$ cat src/rtl/handwrite_canvas.sv
// Mouse-driven 30x30 handwriting canvas: cursor tracking, ink painting, clear and stroke-completion timer.
// Optional feature: define HANDWRITE_THICK_EN for a 2x2 brush (default build paints single cells).
module handwrite_canvas #(
  parameter int TIMEOUT = 12_500_000
) (
  input  logic         i_clk,
  input  logic         i_rst_n,
  input  logic         i_valid,
  input  logic [8:0]   i_movement_x,
  input  logic [8:0]   i_movement_y,
  input  logic         i_button_left,
  input  logic         i_button_right,
  input  logic         i_clear,
  output logic [899:0] o_handwrite,
  output logic [4:0]   o_cursor_x,
  output logic [4:0]   o_cursor_y,
  output logic         o_stroke_done,
  output logic         o_busy
);

  localparam int              CW        = (TIMEOUT > 1) ? $clog2(TIMEOUT) : 1;
  localparam logic [CW-1:0]   CNT_LAST  = CW'(TIMEOUT - 1);
  localparam logic [9:0]      POS_RESET = 10'd480;

  typedef enum logic [1:0] {
    ST_IDLE    = 2'd0,
    ST_DRAW    = 2'd1,
    ST_HOLDOFF = 2'd2
  } state_t;

  // Clamp a signed candidate position into the 0..959 canvas range.
  function automatic logic [9:0] sat_pos(input logic signed [11:0] v);
    logic [9:0] r;
    if (v < 12'sd0) begin
      r = 10'd0;
    end else if (v > 12'sd959) begin
      r = 10'd959;
    end else begin
      r = v[9:0];
    end
    return r;
  endfunction

  logic [9:0]          px_r, py_r;
  logic [9:0]          px_next_s, py_next_s;
  logic signed [11:0]  dx_ext_s, dy_ext_s, px_sum_s, py_sum_s;
  logic [4:0]          col_s, row_s;
  logic [9:0]          paint_idx_s;
  logic [899:0]        mask_s, canvas_r, canvas_next_s;
  logic                clear_s, paint_s;
  state_t              state_r, state_next_s;
  logic [CW-1:0]       cnt_r, cnt_next_s;
  logic                done_next_s, stroke_done_r, busy_r;

  assign clear_s = i_clear | (i_valid & i_button_right);
  assign paint_s = i_valid & i_button_left;

  // Next cursor position; Y is inverted because PS/2 reports positive = up.
  always_comb begin
    dx_ext_s = {{3{i_movement_x[8]}}, i_movement_x};
    dy_ext_s = {{3{i_movement_y[8]}}, i_movement_y};
    px_sum_s = $signed({2'b00, px_r}) + dx_ext_s;
    py_sum_s = $signed({2'b00, py_r}) - dy_ext_s;
    if (i_valid) begin
      px_next_s = sat_pos(px_sum_s);
      py_next_s = sat_pos(py_sum_s);
    end else begin
      px_next_s = px_r;
      py_next_s = py_r;
    end
  end

  // Brush mask at the cell of the updated cursor position.
  always_comb begin
    col_s       = px_next_s[9:5];
    row_s       = py_next_s[9:5];
    paint_idx_s = {5'd0, row_s} * 10'd30 + {5'd0, col_s};
    mask_s      = '0;
    mask_s[paint_idx_s] = 1'b1;
`ifdef HANDWRITE_THICK_EN
    if (col_s < 5'd29) begin
      mask_s[paint_idx_s + 10'd1] = 1'b1;
    end else begin
      mask_s[paint_idx_s] = 1'b1;
    end
    if (row_s < 5'd29) begin
      mask_s[paint_idx_s + 10'd30] = 1'b1;
    end else begin
      mask_s[paint_idx_s] = 1'b1;
    end
    if ((col_s < 5'd29) && (row_s < 5'd29)) begin
      mask_s[paint_idx_s + 10'd31] = 1'b1;
    end else begin
      mask_s[paint_idx_s] = 1'b1;
    end
`endif
  end

  // Canvas update: clear wins over paint; painting only ever sets bits.
  always_comb begin
    if (clear_s) begin
      canvas_next_s = '0;
    end else if (paint_s) begin
      canvas_next_s = canvas_r | mask_s;
    end else begin
      canvas_next_s = canvas_r;
    end
  end

  // Stroke FSM next-state; the holdoff counter stays at zero outside HOLDOFF.
  always_comb begin
    state_next_s = state_r;
    cnt_next_s   = '0;
    done_next_s  = 1'b0;
    if (clear_s) begin
      state_next_s = ST_IDLE;
    end else begin
      case (state_r)
        ST_IDLE: begin
          if (paint_s) begin
            state_next_s = ST_DRAW;
          end else begin
            state_next_s = ST_IDLE;
          end
        end
        ST_DRAW: begin
          if (i_valid && !i_button_left) begin
            state_next_s = ST_HOLDOFF;
          end else begin
            state_next_s = ST_DRAW;
          end
        end
        ST_HOLDOFF: begin
          if (paint_s) begin
            state_next_s = ST_DRAW;
          end else if (cnt_r == CNT_LAST) begin
            state_next_s = ST_IDLE;
            done_next_s  = 1'b1;
          end else begin
            cnt_next_s   = cnt_r + {{(CW-1){1'b0}}, 1'b1};
          end
        end
        default: begin
          state_next_s = ST_IDLE;
        end
      endcase
    end
  end

  // Cursor position registers.
  always_ff @(posedge i_clk or negedge i_rst_n) begin
    if (!i_rst_n) begin
      px_r <= POS_RESET;
      py_r <= POS_RESET;
    end else begin
      px_r <= px_next_s;
      py_r <= py_next_s;
    end
  end

  // Ink bitmap register.
  always_ff @(posedge i_clk or negedge i_rst_n) begin
    if (!i_rst_n) begin
      canvas_r <= '0;
    end else begin
      canvas_r <= canvas_next_s;
    end
  end

  // FSM state, holdoff counter and registered status outputs.
  always_ff @(posedge i_clk or negedge i_rst_n) begin
    if (!i_rst_n) begin
      state_r       <= ST_IDLE;
      cnt_r         <= '0;
      stroke_done_r <= 1'b0;
      busy_r        <= 1'b0;
    end else begin
      state_r       <= state_next_s;
      cnt_r         <= cnt_next_s;
      stroke_done_r <= done_next_s;
      busy_r        <= (state_next_s != ST_IDLE);
    end
  end

  assign o_handwrite   = canvas_r;
  assign o_cursor_x    = px_r[9:5];
  assign o_cursor_y    = py_r[9:5];
  assign o_stroke_done = stroke_done_r;
  assign o_busy        = busy_r;

  handwrite_canvas_chk u_chk (
    .clk        (i_clk),
    .rst_n      (i_rst_n),
    .px         (px_r),
    .py         (py_r),
    .in_holdoff (state_r == ST_HOLDOFF),
    .cnt_zero   (cnt_r == '0),
    .stroke_done(stroke_done_r),
    .busy       (busy_r)
  );

endmodule

// Invariant checker for the canvas: positions in range, counter idle outside HOLDOFF.
module handwrite_canvas_chk (
  input logic       clk,
  input logic       rst_n,
  input logic [9:0] px,
  input logic [9:0] py,
  input logic       in_holdoff,
  input logic       cnt_zero,
  input logic       stroke_done,
  input logic       busy
);

  a_pos_range: assert property (@(posedge clk) disable iff (!rst_n)
    (px <= 10'd959) && (py <= 10'd959));

  a_cnt_idle: assert property (@(posedge clk) disable iff (!rst_n)
    !in_holdoff |-> cnt_zero);

  a_done_idle: assert property (@(posedge clk) disable iff (!rst_n)
    stroke_done |-> !busy);

endmodule

$ cat config.mk
export PLATFORM = sky130hd
export DESIGN_NAME = handwrite_canvas
export DESIGN_NICKNAME = d
export VERILOG_FILES = /design/src/rtl/handwrite_canvas.sv
export SDC_FILE = /design/constraint.sdc
export NUM_CORES = 2
export LEC_CHECK = 0
export ABC_AREA = 1
export CORE_AREA = 2 2 361 363
export DETAILED_ROUTE_END_ITERATION = 6
export DIE_AREA = 0 0 363 365
export PLACE_DENSITY_LB_ADDON = 0.12
export SYNTH_ARGS = -nofsm -noshare
export SYNTH_HDL_FRONTEND = slang
export SYNTH_SLANG_ARGS = --single-unit
$ cat constraint.sdc
create_clock -name i_clk -period 16.7 [get_ports i_clk]
set_input_delay 3.34 -clock i_clk [delete_from_list [all_inputs] [get_ports i_clk]]
set_output_delay 3.34 -clock i_clk [all_outputs]
set_load 0.02 [all_outputs]
==> out/qor.csv <==
metric,value,unit
wl,176,mm
slew_violations,0,
cts_root_buffer,clkbuf_16,
fin_crit_sh,62.3,%
numCtsBuffers,109,
drt-vias-per-instance,4.95,
start_kind,input port,
synth_edf_count,0,
avgRoutedWirePerCell,24.6,microns
drc,0,
io_buffers,935,
diodes,0,
drt_iter0_markers,2878,
core_area,0.129,sq mm
grt_max_degree,160,
drive_gt1_share,7.13,%
fin_skew,44.1,ps
synth_area_leaders,"dfrtp_1 57%, nor2_1 12%, nand4_1 7.0%",
syn_nets,4724,
synth.avg_cell_area,8.90,sq um
grt_pass1_vias,34700,
die_h,365,microns
vias,35400,
synth.ff_latch_count,948,
yosysTopAreaCell,dfrtp_1,
cts_tree,done,
clock_path_buffers,3,
async_flop_share,100,%
synthFlopType,dfrtp_1,
cts.repair.resized,0,
ys_top_cells_by_count,"1,376 x nor2_1, 940 x dfrtp_1, 550 x inv_1",
synth_top_area_share,56.8,%
p_total,10.5,mW
synth_seq_area_share,57.3,%
slew-limit-headroom,18.9,%
die-area,0.132,sq mm
setup_violations,0,
rows,132,
ys_types,56,
slowest_stage,buf_4,
io_pins,936,
grt_antenna_before_repair,1,
tightestPinTransition,1220,ps
die_w,363,microns
p_per_area,190,mW/mm^2
worstSetupPathType,in2reg,
final_net_count,5463,
drtAntennaViolNets,0,
crit_fanout,58,
status,"finished, final reports clean",
cp.arrival,11070,ps
clk_pin_slew,70,ps
met2_length,81.5,mm
leakagePower,22.3,nW
syn_area,0.0414,sq mm
place_congestion,0.828,
clock_latency,760,ps
irDropWorstVdd,0.564,mV
grt_pass1_wl,254,mm
worstHoldPathType,reg2reg,
finalHoldViolations,0,
synthCells,4651,
hpwl,113,mm
overflow,0,
htreeDepth,3,
max_freq,96.1,MHz
rrSetupSlack,9040,ps
wl_met3,13.5,mm
layout_min_cycle_time,10410,ps
ctsHoldBuffers,0,
final_util,43.0,%
cts_setup_buffers,0,
maxCapViolCount,0,
initial_utilization,32.2,%
area_growth_syn_to_layout,33.6,%
rsz0062_at_grt,no,
critPathRequiredTime,17360,ps
crit_path_end_kind,flip-flop,
slowest_delay,860,ps
cts_sinks,948,
highest_layer,met4,
setup_tns,0,ps
crit_top_cell,nand2_1,
track_usage,25.9,%
ys_warn_count,0,
synth_most_common_cell,nor2_1,
wl_met1,74.7,mm
drt_pass1_iterations,6,
## final timing paths
kind | from | to | cells after the start
setup / recovery | i_movement_y[2] | o_handwrite[876] | 30
hold / removal | cnt_r[0] | cnt_r[0] | 1
setup reg to reg | py_r[2] | o_handwrite[876] | 28
hold reg to reg | cnt_r[0] | cnt_r[0] | 1
max in group asynchronous | i_rst_n | o_handwrite[364] | 4
min in group asynchronous | i_rst_n | o_handwrite[133] | 1
## flip-flops by register name, summed over array words and instances, names as in the netlist
name           count
state_r            2
o_handwrite      900
cnt_r             24
py_r              10
o_busy             1
o_stroke_done      1
px_r              10
## final cells by class
type	instances	area (sq um)
Tap cell	1675	2100
Clock buffer	167	3210
Clock inverter	35	392
Timing Repair Buffer	983	9760
Sequential cell	948	23700
Multi-Input combinational cell	2761	13900
Fill cell	12700	73400
Inverter	587	2240
## per-stage QoR
stage	instance area, sq um	worst slack [ps]	hold WS [ps]	std cells
after floorplan	41400	7660	425	4651
after global placement	51700	5640	447	6954
after detailed placement	51700	5530	455	6954
after CTS	55300	6310	463	7156
after global routing	55300	5770	493	7156
final	55300	6290	458	7156
## worst max-delay path: cells and delay by family
family | cells | cell delay (ps)
AOI/OAI and AO/OA | 4 | 990
adders and majority gates | 5 | 2340
xor gates and xnor gates | 1 | 220
buffers and inverters | 5 | 1480
and+or+nand+nor | 15 | 2650
## power breakdown
group	total (mW)	switching [mW]	internal [mW]	leakage, nW
logic	5.64	4.82	0.820	7.32
registers	2.43	0.0540	2.38	13.2
clock network	2.44	1.05	1.39	1.78
total	10.5	5.92	4.59	22.3
## metal layers
| metal | global-route usage, % | vias up |
|---|---|---|
| met4 | 9.34 | 0 |
| li1 | - | 16400 |
| met3 | 7.38 | 249 |
| met5 | 0 | - |
| met1 | 33.7 | 17700 |
| met2 | 41.3 | 1098 |
## cell families (layout without fill, tap and decap cells)
family | Yosys count | after routing | share of synthesized area (%)
adder cells (fa/ha/maj) | 49 | 49 | 1.66
AO/OA/AOI/OAI | 526 | 526 | 6.50
XOR/XNOR | 18 | 18 | 0.399
buffers and inverters | 942 | 1772 | 9.37
AND/OR/NAND/NOR | 2168 | 2168 | 24.7
flip-flops | 948 | 948 | 57.3
## layout by cell type (no fill, tap or decap), types with 10 or more instances in the layout
master	Yosys	routed
a21oi_1	484	484
buf_4	25	45
clkbuf_1	163	32
clkbuf_16	0	109
clkbuf_8	0	26
clkdlybuf4s50_1	0	934
clkinv_2	1	22
dfrtp_1	940	940
fa_1	10	10
ha_1	39	38
inv_1	550	549
inv_2	26	25
nand2_1	153	153
nand3_1	32	32
nand4_1	466	466
nand4_4	10	10
nor2_1	1376	1368
nor2_2	43	43
nor2_4	23	31
nor3_1	12	12
o21ai_0	21	21
xor2_1	11	11
(Power assumes the default switching activity.)
